File: src/rtl/aes_round_ctrl.sv
// -----------------------------------------------------------------------------
// aes_round_ctrl
//
// Round sequencer for the AES-128 encryption core. After a start request it
// walks ADD_ROUND_KEY, SUB_BYTES, SHIFT_ROWS, MIX_COLUMNS and key expansion
// through the initial round, rounds 1-9 and the final round (no MIX_COLUMNS).
// Each stage is one enable pulse followed by a wait for that unit's done
// pulse. A stage that never answers within TIMEOUT wait cycles aborts the
// operation with an err pulse. No datapath state is held here.
//
// Parameters:
//   TIMEOUT   max wait cycles after an enable before aborting (1..255)
//
// Ports:
//   clk, rst_n                clock, asynchronous active-low reset
//   start                     operation request, sampled only while idle
//   ark_done .. ke_done       per-unit done pulses
//   ark_en .. ke_en           per-unit one-cycle enables
//   ark_sel[1:0]              ADD_ROUND_KEY source: 0 plaintext, 1 MIX_COLUMNS,
//                             2 SHIFT_ROWS
//   round[3:0]                current round 0..10 (also rcon index)
//   busy                      operation in progress
//   done                      one-cycle pulse, ciphertext valid
//   err                       one-cycle pulse, stage timeout
//
// All outputs are registered; they are computed from the next-state values
// so that e.g. ark_en is high in the cycle right after start is sampled.
// -----------------------------------------------------------------------------
module aes_round_ctrl #(
   parameter int unsigned TIMEOUT = 16
) (
   input  logic       clk,
   input  logic       rst_n,
   input  logic       start,
   input  logic       ark_done,
   input  logic       sb_done,
   input  logic       sr_done,
   input  logic       mc_done,
   input  logic       ke_done,
   output logic       ark_en,
   output logic       sb_en,
   output logic       sr_en,
   output logic       mc_en,
   output logic       ke_en,
   output logic [1:0] ark_sel,
   output logic [3:0] round,
   output logic       busy,
   output logic       done,
   output logic       err
);

   localparam logic [7:0] TimeoutCnt = 8'(TIMEOUT);
   localparam logic [3:0] LastRound  = 4'd10;

   typedef enum logic [3:0] {
      StIdle,
      StArk0,
      StSb,
      StSr,
      StMc,
      StKe,
      StArk,
      StFin,
      StErr
   } state_e;

   // Control state
   state_e     state_q, state_d;
   logic       issue_q, issue_d;   // 1: issue cycle of the current stage
   logic [7:0] cnt_q, cnt_d;       // wait cycles elapsed in the current stage
   logic [3:0] round_q, round_d;

   // Registered outputs
   logic       ark_en_q, ark_en_d;
   logic       sb_en_q, sb_en_d;
   logic       sr_en_q, sr_en_d;
   logic       mc_en_q, mc_en_d;
   logic       ke_en_q, ke_en_d;
   logic [1:0] ark_sel_q, ark_sel_d;
   logic       busy_q, busy_d;
   logic       done_q, done_d;
   logic       err_q, err_d;

   // Stage helpers
   logic       stage_done;
   state_e     next_stage;
   logic [3:0] next_round;
   logic [7:0] cnt_inc;

   assign cnt_inc = cnt_q + 8'd1;

   // Only the done input belonging to the active stage is honoured.
   always_comb begin
      stage_done = 1'b0;
      unique case (state_q)
         StArk0, StArk: stage_done = ark_done;
         StSb:          stage_done = sb_done;
         StSr:          stage_done = sr_done;
         StMc:          stage_done = mc_done;
         StKe:          stage_done = ke_done;
         default:       stage_done = 1'b0;
      endcase
   end

   // Successor stage and round once the active stage completes.
   always_comb begin
      next_stage = StIdle;
      next_round = round_q;
      unique case (state_q)
         StArk0: begin
            next_stage = StSb;
            next_round = 4'd1;
         end
         StSb: next_stage = StSr;
         // The final round skips MIX_COLUMNS.
         StSr: next_stage = (round_q == LastRound) ? StKe : StMc;
         StMc: next_stage = StKe;
         StKe: next_stage = StArk;
         StArk: begin
            if (round_q == LastRound) begin
               next_stage = StFin;
            end else begin
               next_stage = StSb;
               next_round = round_q + 4'd1;
            end
         end
         default: begin
            next_stage = StIdle;
            next_round = round_q;
         end
      endcase
   end

   // Main next-state logic.
   always_comb begin
      state_d = state_q;
      issue_d = 1'b0;
      cnt_d   = cnt_q;
      round_d = round_q;
      unique case (state_q)
         StIdle: begin
            cnt_d = '0;
            if (start) begin
               state_d = StArk0;
               issue_d = 1'b1;
               round_d = '0;
            end
         end
         StArk0, StSb, StSr, StMc, StKe, StArk: begin
            if (issue_q) begin
               // Done inputs seen during the issue cycle are ignored.
               cnt_d = '0;
            end else if (stage_done) begin
               state_d = next_stage;
               round_d = next_round;
               issue_d = (next_stage != StFin);
               cnt_d   = '0;
            end else if (cnt_inc == TimeoutCnt) begin
               state_d = StErr;
               round_d = '0;
               cnt_d   = '0;
            end else begin
               cnt_d = cnt_inc;
            end
         end
         StFin, StErr: begin
            state_d = StIdle;
            round_d = '0;
            cnt_d   = '0;
         end
         default: begin
            state_d = StIdle;
            round_d = '0;
            cnt_d   = '0;
         end
      endcase
   end

   // Output values for the cycle following this edge.
   always_comb begin
      ark_en_d  = issue_d && ((state_d == StArk0) || (state_d == StArk));
      sb_en_d   = issue_d && (state_d == StSb);
      sr_en_d   = issue_d && (state_d == StSr);
      mc_en_d   = issue_d && (state_d == StMc);
      ke_en_d   = issue_d && (state_d == StKe);
      busy_d    = !(state_d inside {StIdle, StFin, StErr});
      done_d    = (state_d == StFin);
      err_d     = (state_d == StErr);
      ark_sel_d = 2'd0;
      unique case (state_d)
         StArk:   ark_sel_d = (round_d == LastRound) ? 2'd2 : 2'd1;
         // Keep the final-round source selected while the ciphertext is valid.
         StFin:   ark_sel_d = 2'd2;
         default: ark_sel_d = 2'd0;
      endcase
   end

   always_ff @(posedge clk or negedge rst_n) begin
      if (!rst_n) begin
         state_q   <= StIdle;
         issue_q   <= 1'b0;
         cnt_q     <= '0;
         round_q   <= '0;
         ark_en_q  <= 1'b0;
         sb_en_q   <= 1'b0;
         sr_en_q   <= 1'b0;
         mc_en_q   <= 1'b0;
         ke_en_q   <= 1'b0;
         ark_sel_q <= 2'd0;
         busy_q    <= 1'b0;
         done_q    <= 1'b0;
         err_q     <= 1'b0;
      end else begin
         state_q   <= state_d;
         issue_q   <= issue_d;
         cnt_q     <= cnt_d;
         round_q   <= round_d;
         ark_en_q  <= ark_en_d;
         sb_en_q   <= sb_en_d;
         sr_en_q   <= sr_en_d;
         mc_en_q   <= mc_en_d;
         ke_en_q   <= ke_en_d;
         ark_sel_q <= ark_sel_d;
         busy_q    <= busy_d;
         done_q    <= done_d;
         err_q     <= err_d;
      end
   end

   assign ark_en  = ark_en_q;
   assign sb_en   = sb_en_q;
   assign sr_en   = sr_en_q;
   assign mc_en   = mc_en_q;
   assign ke_en   = ke_en_q;
   assign ark_sel = ark_sel_q;
   assign round   = round_q;
   assign busy    = busy_q;
   assign done    = done_q;
   assign err     = err_q;

endmodule

File: config.mk
export PLATFORM = sky130hd
export DESIGN_NAME = aes_round_ctrl
export DESIGN_NICKNAME = d
export VERILOG_FILES = /design/src/rtl/aes_round_ctrl.sv
export SDC_FILE = /design/constraint.sdc
export NUM_CORES = 1
export LEC_CHECK = 0
export CAP_MARGIN = 30
export CORE_MARGIN = 4
export CORE_UTILIZATION = 30
export DETAILED_ROUTE_END_ITERATION = 8
export PLACE_DENSITY = 0.55
export SLEW_MARGIN = 0
export SYNTH_ARGS = -nofsm -noshare
export SYNTH_HDL_FRONTEND = slang
export SYNTH_SLANG_ARGS = --single-unit
File: constraint.sdc
create_clock -name clk -period 3.4 [get_ports clk]
set_input_delay 0.68 -clock clk [delete_from_list [all_inputs] [get_ports clk]]
set_output_delay 0.68 -clock clk [all_outputs]
set_load 0.01 [all_outputs]
==> results of run 1 <==
-- sequential cells by signal, indices dropped and copies added (netlist names) --
| register | count |
|---|---|
| ke_en | 1 |
| issue_q | 1 |
| ark_sel | 2 |
| ark_en | 1 |
| round | 4 |
| cnt_q | 8 |
| mc_en | 1 |
| state_q | 4 |
| busy | 1 |
| done | 1 |
| sb_en | 1 |
| sr_en | 1 |
| err | 1 |
-- cells in the final DEF (no fill, tap or decap), types with 2 or more instances in the layout --
master	n
o21ai_0	4
o21ai_1	4
a21oi_1	7
clkbuf_8	3
and3_1	3
mux2i_1	3
nand2b_1	4
nor2_1	24
a31oi_1	2
xor2_1	3
nand3_1	10
a211oi_1	2
nor3_1	3
nand4_1	4
inv_1	9
nand2_1	11
nor4_1	2
xnor2_1	2
nor2b_1	2
clkdlybuf4s50_1	21
nand3b_1	2
ha_1	3
and3b_1	2
or3_1	3
dfrtp_1	27
-- cell families after synthesis --
family          share of synthesized area, %
simple gates                            28.0
compound gates                          15.9
flops                                   44.2
buf+inv                                 4.66
xor+xnor                                2.86
mux                                     1.96
fa+ha+maj                               2.46
-- routing by layer --
metal  vias to the layer above  track usage (%)
met1                       622             16.2
met5                         -                0
met2                        38             20.8
met3                         6             2.71
li1                        630                -
met4                         0             3.78
-- metrics by stage --
step           hold slack [ns]  power, W
2_1_floorplan            0.384  0.000946
3_3_place_gp             0.499   0.00112
3_5_place_dp             0.503   0.00114
4_1_cts                  0.517   0.00133
5_1_grt                  0.550   0.00143
6_report                 0.512   0.00132
-- final cells by class --
class	count	area, µm²
Clock buffer	3	41.3
Sequential cell	27	676
Clock inverter	1	5.00
Fill cell	502	2970
Tap cell	67	83.8
Timing Repair Buffer	22	218
Inverter	10	37.5
Multi-Input combinational cell	123	782
-- final timing paths --
path	start	end	slack, ns	cells after the start
max	state_q[0]	ark_sel[0]	0.78	7
min	cnt_q[0]	cnt_q[0]	0.51	1
max reg2reg	state_q[0]	ark_sel[0]	0.78	7
min reg2reg	cnt_q[0]	cnt_q[0]	0.51	1
max in group asynchronous	rst_n	round[3]	2.37	2
min in group asynchronous	rst_n	ark_en	0.78	2
-- worst reg2reg max path: stages, from the launching register on --
cell and delay (ns):
dfrtp_1 0.71, and3b_1 0.25, o21ai_1 0.41, nand3_2 0.32, o221a_1 0.34, o22ai_2 0.16, nand4b_1 0.17, nor3b_2 0.19
-- power groups by stage --
| stage | clock network, W | logic [W] | registers (W) |
|---|---|---|---|
| 3_3_place_gp | 0 | 0.000634 | 0.000487 |
| 2_1_floorplan | 0 | 0.000498 | 0.000448 |
| 5_1_grt | 0.000206 | 0.000727 | 0.000500 |
| 6_report | 0.000180 | 0.000650 | 0.000487 |
| 4_1_cts | 0.000190 | 0.000650 | 0.000486 |
| 3_5_place_dp | 0 | 0.000648 | 0.000492 |
==> results.yml, run 1 <==
synth:
  synth_flop_cell: "dfrtp_1"
  netlist.area_leader.share_pct: 44.2
  ys_ff_latch: 27
  synth_edf_count: 0
  syn_avg_cell_area_um2: 9.21
  netlist_area_um2: 1530
  synth.most_common_cell: "dfrtp_1"
  netlist_instances: 166
  ys_warn_count: 0
  yosys-top-cells-area: "dfrtp_1 44%, nor2_1 5.9%, nand3_1 3.3%, nand2_1 2.7%, ha_1 2.5%"
  synth_top_area_cell: "dfrtp_1"
  async_flop_share_pct: 100
  yosys-top-cells-count: "27 x dfrtp_1, 24 x nor2_1, 11 x nand2_1, 10 x nand3_1, 9 x inv_1"
  ys_types: 50
  ys_seq_area_share_pct: 44.2
  syn_nets: 177
die:
  dieArea_um2: 6300
  core_area_um2: 4820
  fp-row-count: 25
  die_h_um: 79.4
  ios: 22
  initial_utilization_pct: 31.7
  die_w_um: 79.4
pwr:
  p_seq_share_pct: 37.0
  comb_power_share_pct: 49.3
  p_clk_share_pct: 13.7
  p_leak_nw: 0.793
  power_switching_w: 0.000572
  switching_share_pct: 43.4
  intPower_w: 0.000746
  power_density_nw_per_um2: 715
  irDropWorstVdd_mv: 0.282
clock_network:
  clk_path_buf_depth: 2
  clk_latency_ns: 0.27
  cts_setup_buffers: 0
  cts_tree: "built"
  cts_sinks: 27
  htree_levels: 1
  cts-root-buf: "clkbuf_8"
  cts_hold_buf: 0
  cts_buffers: 3
  clkTransAtPathRegs_ns: 0.09
  post_cts_resized: 0
timing:
  finalWorstSetupSlack_ns: 0.782
  max_freq_ghz: 0.382
  worstMarginPinSlew_ns: 0.571
  setup_viol: 0
  rsz0062_at_grt: "no"
  drv_slew: 0
  relSlewSlack_pct: 62.0
  hold_violations: 0
  setup_tns_ns: 0
  skew_ns: 0.00143
  fin_crit_ns: 2.62
  fin_crit_sh_pct: 77.0
job:
  maxCapViolations: 0
layout:
  nets: 198
  area_growth_pct: 20.5
  utilization_pct: 38.3
  diodes: 0
  final_area_um2: 1840
  fin_cells: 253
  drive_gt1_share_pct: 8.06
place:
  dpl_worst_slack_ns: 0.591
  placed_area_um2: 1800
  dpl.hpwl_um: 2690
  routabilityCongestion: 0.883
  place_inst: 249
  port_buffers: 21
worst_setup_path:
  cp.required_ns: 3.59
  cp_slowest_cell: "dfrtp_1"
  start_kind: "flip-flop"
  cp_data_arrival_time_ns: 2.81
  critPathMaxStageDelay_ns: 0.71
  critPathTopFamily: "simple AND/OR/NAND/NOR gates"
  critPathMaxFanout: 16
  crit_chain: "and3b_1 -> o21ai_1 -> nand3_2 -> o221a_1 -> o22ai_2 -> nand4b_1 -> nor3b_2"
  critical_path_buf_inv_count: 0
  critical_path_class: "reg -> reg"
  end_kind: "flip-flop"
global_routing:
  grt.total_usage_pct: 12.5
  grt_max_degree: 28
  grt_pass1_wl_um: 6290
  overflow: 0
  grt_pass1_vias: 1294
  antenna_found_initial: 0
drt:
  dr.pass1.iters: 4
  routed.top_layer: "met4"
  wl_met2_um: 1740
  wl_per_cell_um: 14.2
  wl_met1_um: 1650
  drc_errors: 0
  wirelength_um: 3600
  wl_met3_um: 166
  ant_nets: 0
  vias: 1296
  via_per_inst: 5.12
  initialDrtViolationCount: 197
status:
  status: "complete, no violations"
hold_path:
  hp-class: "reg -> reg"
Power figures use the tool's default switching activity.
==> inputs of run 2 (changes only) <==
==> constraint.sdc (replaced) <==
create_clock -name clk -period 2.56 [get_ports clk]
set_input_delay 0.512 -clock clk [delete_from_list [all_inputs] [get_ports clk]]
set_output_delay 0.512 -clock clk [all_outputs]
set_load 0.01 [all_outputs]
==> run 2 against run 1 <==
Net effect: worst setup slack worse by 0.55 ns; first-iteration DRC count is 41% lower; wire length increased by 0.33%; power increased by 41%; core utilization rose by 1.4 points; worst hold slack improved by 0.0045 ns; clock skew hardly changed; non-clock buffer count rose by 9; final cell count increased by 3.6%; largest cell class unchanged; register-to-register slack got worse by 0.46 ns; highest routed layer is now met3; sequential share of layout area fell by 1.3 points; sequential power grew 24%.
==> results.yml, run 2 (synthesized netlist as in run 1, its figures left out) <==
status:
  status: "complete, no violations"
timing:
  max_freq_ghz: 0.430
  rsz0062_at_grt: "no"
  hold_ws_ns: 0.517
  skew_ns: 0.00192
  fin_crit_sh_pct: 90.8
  drv_slew: 0
  fin_crit_ns: 2.32
  relSlewSlack_pct: 65.0
  worstMarginPinSlew_ns: 0.518
  setup_tns_ns: 0
  setup_viol: 0
  hold_violations: 0
clock_network:
  clk_latency_ns: 0.27
  post_cts_resized: 0
  cts_tree: "built"
  cts_buffers: 3
  clkTransAtPathRegs_ns: 0.09
  cts_sinks: 27
  cts-root-buf: "clkbuf_8"
  htree_levels: 1
  cts_setup_buffers: 0
  cts_hold_buf: 0
  clk_path_buf_depth: 2
worst_setup_path:
  end_kind: "flip-flop"
  r2r-start: "state_q[0]"
  reg2regPathDepth: 8
  cp_data_arrival_time_ns: 2.49
  cp.required_ns: 2.72
  start_kind: "input port"
  critPathMaxFanout: 8
  cp_slowest_cell: "clkdlybuf4s50_1"
  critical_path_class: "in -> reg"
  crit_chain: "clkdlybuf4s50_1 -> mux2i_1 -> o32a_2 -> a21bo_4 -> nor4_1 -> a211o_2 -> nand4b_1 -> nor3b_2"
  r2r_setup_slack_ns: 0.32
  critPathMaxStageDelay_ns: 0.46
  crit_path_start: "ke_done"
  worst_r2r_endpoint: "ark_sel[0]"
drt:
  wirelength_um: 3610
  dr.pass1.iters: 4
  via_per_inst: 4.99
  wl_per_cell_um: 13.8
  vias: 1307
  drc_errors: 0
  initialDrtViolationCount: 116
  ant_nets: 0
layout:
  area_growth_pct: 25.0
  final_area_um2: 1910
  diodes: 0
  nets: 207
  num-fill-cells: 495
  largest_reg_flops: 8
  utilization_pct: 39.7
  final_common_cell: "dfrtp_1"
  regMostFlops: "cnt_q"
  fin_cells: 262
  drive_gt1_share_pct: 12.3
  final_cell_mix: "27 x dfrtp_1, 24 x nor2_1, 21 x clkdlybuf4s50_1"
job:
  maxCapViolations: 0
die:
  die_w_um: 79.4
  dieArea_um2: 6300
  die_h_um: 79.4
  fp-row-count: 25
  initial_utilization_pct: 31.7
  core_area_um2: 4820
  ios: 22
pwr:
  irDropWorstVdd_mv: 0.352
  power_density_nw_per_um2: 970
  p_leak_nw: 0.837
hold_path:
  hp-start: "cnt_q[0]"
  min_path_cells: 1
  worstHoldEndpoint: "cnt_q[0]"
  hp-class: "reg -> reg"
place:
  placed_area_um2: 1860
  dpl.hpwl_um: 2880
  place_inst: 258
  routabilityCongestion: 0.856
  port_buffers: 21
global_routing:
  overflow: 0
  grt_pass1_wl_um: 6300
  grt.total_usage_pct: 12.4
  antenna_found_initial: 0
  grt_max_degree: 28
  grt_pass1_vias: 1324
-- run 2: routing by layer --
metal	up-vias	wire length (µm)	part of all wire (%)	global-route usage (%)
met4	0	0	0	2.41
met1	629	1590	44	16.0
met5	-	0	0	0
li1	647	-	-	-
met2	31	1870	52	21.8
met3	0	147	4.1	2.26
-- run 2: how the worst max path moves through the flow --
stage                 endpoint  slack [ns]  cells after the start
floorplan           ark_sel[0]        0.46                      8
global route        ark_sel[0]        0.07                      7
global placement    ark_sel[0]        0.06                      8
CTS                 ark_sel[0]        0.23                      8
detailed placement  ark_sel[0]       -0.05                      8
finish              ark_sel[0]        0.24                      8
-- run 2: power breakdown --
group,internal (W),switching (W),leakage (nW)
clock network,0.000109,0.000125,0.0255
registers,0.000517,0.0000853,0.366
logic,0.000455,0.000563,0.446
total,0.00108,0.000774,0.837
-- run 2: through the flow --
stage	setup WS, ns	power [W]
2_1_floorplan	0.462	0.00126
3_3_place_gp	0.0576	0.00161
3_5_place_dp	-0.0526	0.00163
4_1_cts	0.234	0.00187
5_1_grt	0.0682	0.00201
6_report	0.236	0.00185
-- run 2: area by class of cell --
cell class,instances,area (µm²),share of cell area [%]
timing repair buffer,31,285,14.9
clock buffer,3,41.3,2.16
clock inverter,1,5.00,0.262
sequential,27,676,35.4
multi-input combinational,123,782,40.9
inverter,10,37.5,1.96
tap,67,83.8,4.39
-- run 2: worst max-delay path, delay by kind of cell --
| kind | cells | cell delay (ns) |
|---|---|---|
| simple gates | 3 | 0.60 |
| buf+inv | 1 | 0.46 |
| compound gates | 3 | 0.84 |
| mux | 1 | 0.08 |
==> inputs of run 3 (changes only) <==
--- a/config.mk
+++ b/config.mk
@@ -7,9 +7,9 @@
 export LEC_CHECK = 0
 export CAP_MARGIN = 30
 export CORE_MARGIN = 4
-export CORE_UTILIZATION = 30
+export CORE_UTILIZATION = 53
 export DETAILED_ROUTE_END_ITERATION = 8
-export PLACE_DENSITY = 0.55
+export PLACE_DENSITY = 0.84
 export SLEW_MARGIN = 0
 export SYNTH_ARGS = -nofsm -noshare
 export SYNTH_HDL_FRONTEND = slang
==> run 3 against run 2 <==
Net effect: critical path depth stayed put; power is 6.5% lower; worst setup slack better by 0.012 ns; core utilization is 26 points higher; critical endpoint is now busy; worst hold slack better by 0.0092 ns; global-route usage is 6.3 points higher; largest power group unchanged; critical path type is now reg -> reg; maximum frequency is 0.54% higher; sequential power is 2% higher.
==> results.yml, run 3 (synthesized netlist as in run 1, its figures left out) <==
status:
  status: "complete, no violations"
drt:
  drc_errors: 0
  via_per_inst: 5.95
  initialDrtViolationCount: 57
  wirelength_um: 3340
  vias: 1320
  wl_per_cell_um: 15.0
  dr.pass1.iters: 4
  ant_nets: 0
clock_network:
  clkTransAtPathRegs_ns: 0.15
  cts_hold_buf: 0
  cts_setup_buffers: 0
  cts-root-buf: "clkbuf_4"
  clk_path_buf_depth: 2
  htree_levels: 1
  post_cts_resized: 0
  clk_latency_ns: 0.32
  cts_sinks: 27
  cts_tree: "built"
  cts_buffers: 3
die:
  die_w_um: 61.7
  dieArea_um2: 3810
  fp-row-count: 19
  core_area_um2: 2760
  ios: 22
  initial_utilization_pct: 55.4
  die_h_um: 61.7
pwr:
  p_leak_nw: 0.806
  irDropWorstVdd_mv: 0.667
  power_density_nw_per_um2: 953
worst_setup_path:
  critPathMaxFanout: 12
  cp.required_ns: 2.79
  critPathMaxStageDelay_ns: 0.52
  r2r-start: "state_q[2]"
  crit_chain: "or3_1 -> and3_1 -> a21bo_4 -> o21ai_1 -> a31oi_2 -> inv_2 -> nor2_1 -> a2bb2oi_1"
  end_kind: "flip-flop"
  crit_path_start: "state_q[2]"
  critical_path_buf_inv_count: 1
  cp_data_arrival_time_ns: 2.55
  critPathTopFamily: "simple AND/OR/NAND/NOR gates"
  cp_slowest_cell: "dfrtp_1"
  start_kind: "flip-flop"
  critical_path_class: "reg -> reg"
layout:
  final_common_cell: "dfrtp_1"
  regMostFlops: "cnt_q"
  nets: 203
  final_cell_mix: "27 x dfrtp_1, 24 x nor2_1, 21 x clkdlybuf4s50_1"
  final_area_um2: 1820
  drive_gt1_share_pct: 10.5
  diodes: 0
  largest_reg_flops: 8
  area_growth_pct: 19.0
global_routing:
  grt_max_degree: 28
  grt_pass1_vias: 1240
  grt_pass1_wl_um: 5350
  grt.total_usage_pct: 18.7
  overflow: 0
  antenna_found_initial: 0
timing:
  hold_violations: 0
  drv_slew: 0
  setup_viol: 0
  worstMarginPinSlew_ns: 0.530
  finalWorstSetupSlack_ns: 0.249
  max_freq_ghz: 0.433
  fin_crit_sh_pct: 90.3
  rsz0062_at_grt: "no"
  setup_tns_ns: 0
  skew_ns: 0.0200
  fin_crit_ns: 2.31
  relSlewSlack_pct: 64.2
  hold_ws_ns: 0.526
hold_path:
  hp-class: "in -> async"
place:
  routabilityCongestion: 0.852
  placed_area_um2: 1790
  dpl_worst_slack_ns: 0.0379
  port_buffers: 21
  dpl.hpwl_um: 2590
job:
  maxCapViolations: 0
run 3: cell count changes in the layout (fill, tap and decap cells not counted):
cell	change
clkbuf_8	-3
clkinv_2	-1
clkinvlp_4	+1
clkbuf_4	+3
buf_4	-4
run 3: area by class of cell:
class                   count  area, µm²
clock buffers               3       22.5
clock inverters             1       7.51
fillers                   230        938
inverters                  10       37.5
multi-input cells         123        782
flip-flops and latches     27        676
well taps                  31       38.8
repair buffers             27        255
run 3: worst paths after layout:
check                                 to  slack [ns]  cells after the start
worst max-delay path                busy        0.25                      8
min in group clk                cnt_q[0]        0.53                      1
worst min register to register  cnt_q[0]        0.53                      1
worst min-delay path              ark_en        0.53                      2
worst max register to register      busy        0.25                      8
max in group asynchronous       cnt_q[3]        1.76                      2
run 3: metal layers:
layer / track usage (%) / up-vias / routed length (µm) / share of wire [%]
met5: 0 / - / 0 / 0
met4: 7.58 / 0 / 74 / 2.2
met3: 2.89 / 8 / 127 / 3.8
met2: 32.1 / 34 / 1710 / 51
met1: 23.5 / 639 / 1430 / 43
li1: - / 639 / - / -
run 3: stage by stage:
step           util, %  instances  total power (W)
6_report          66.0        222          0.00173
5_1_grt           66.0        222          0.00188
4_1_cts           66.0        222          0.00173
3_5_place_dp      64.9        218          0.00155
3_3_place_gp      64.9        218          0.00152
2_1_floorplan        -        166          0.00126
run 3: power breakdown:
part,leakage (nW),total [W],internal (W),switching [W]
Combinational,0.427,0.000935,0.000406,0.000529
Sequential,0.366,0.000616,0.000516,0.0000998
Clock,0.0139,0.000182,0.0000596,0.000122
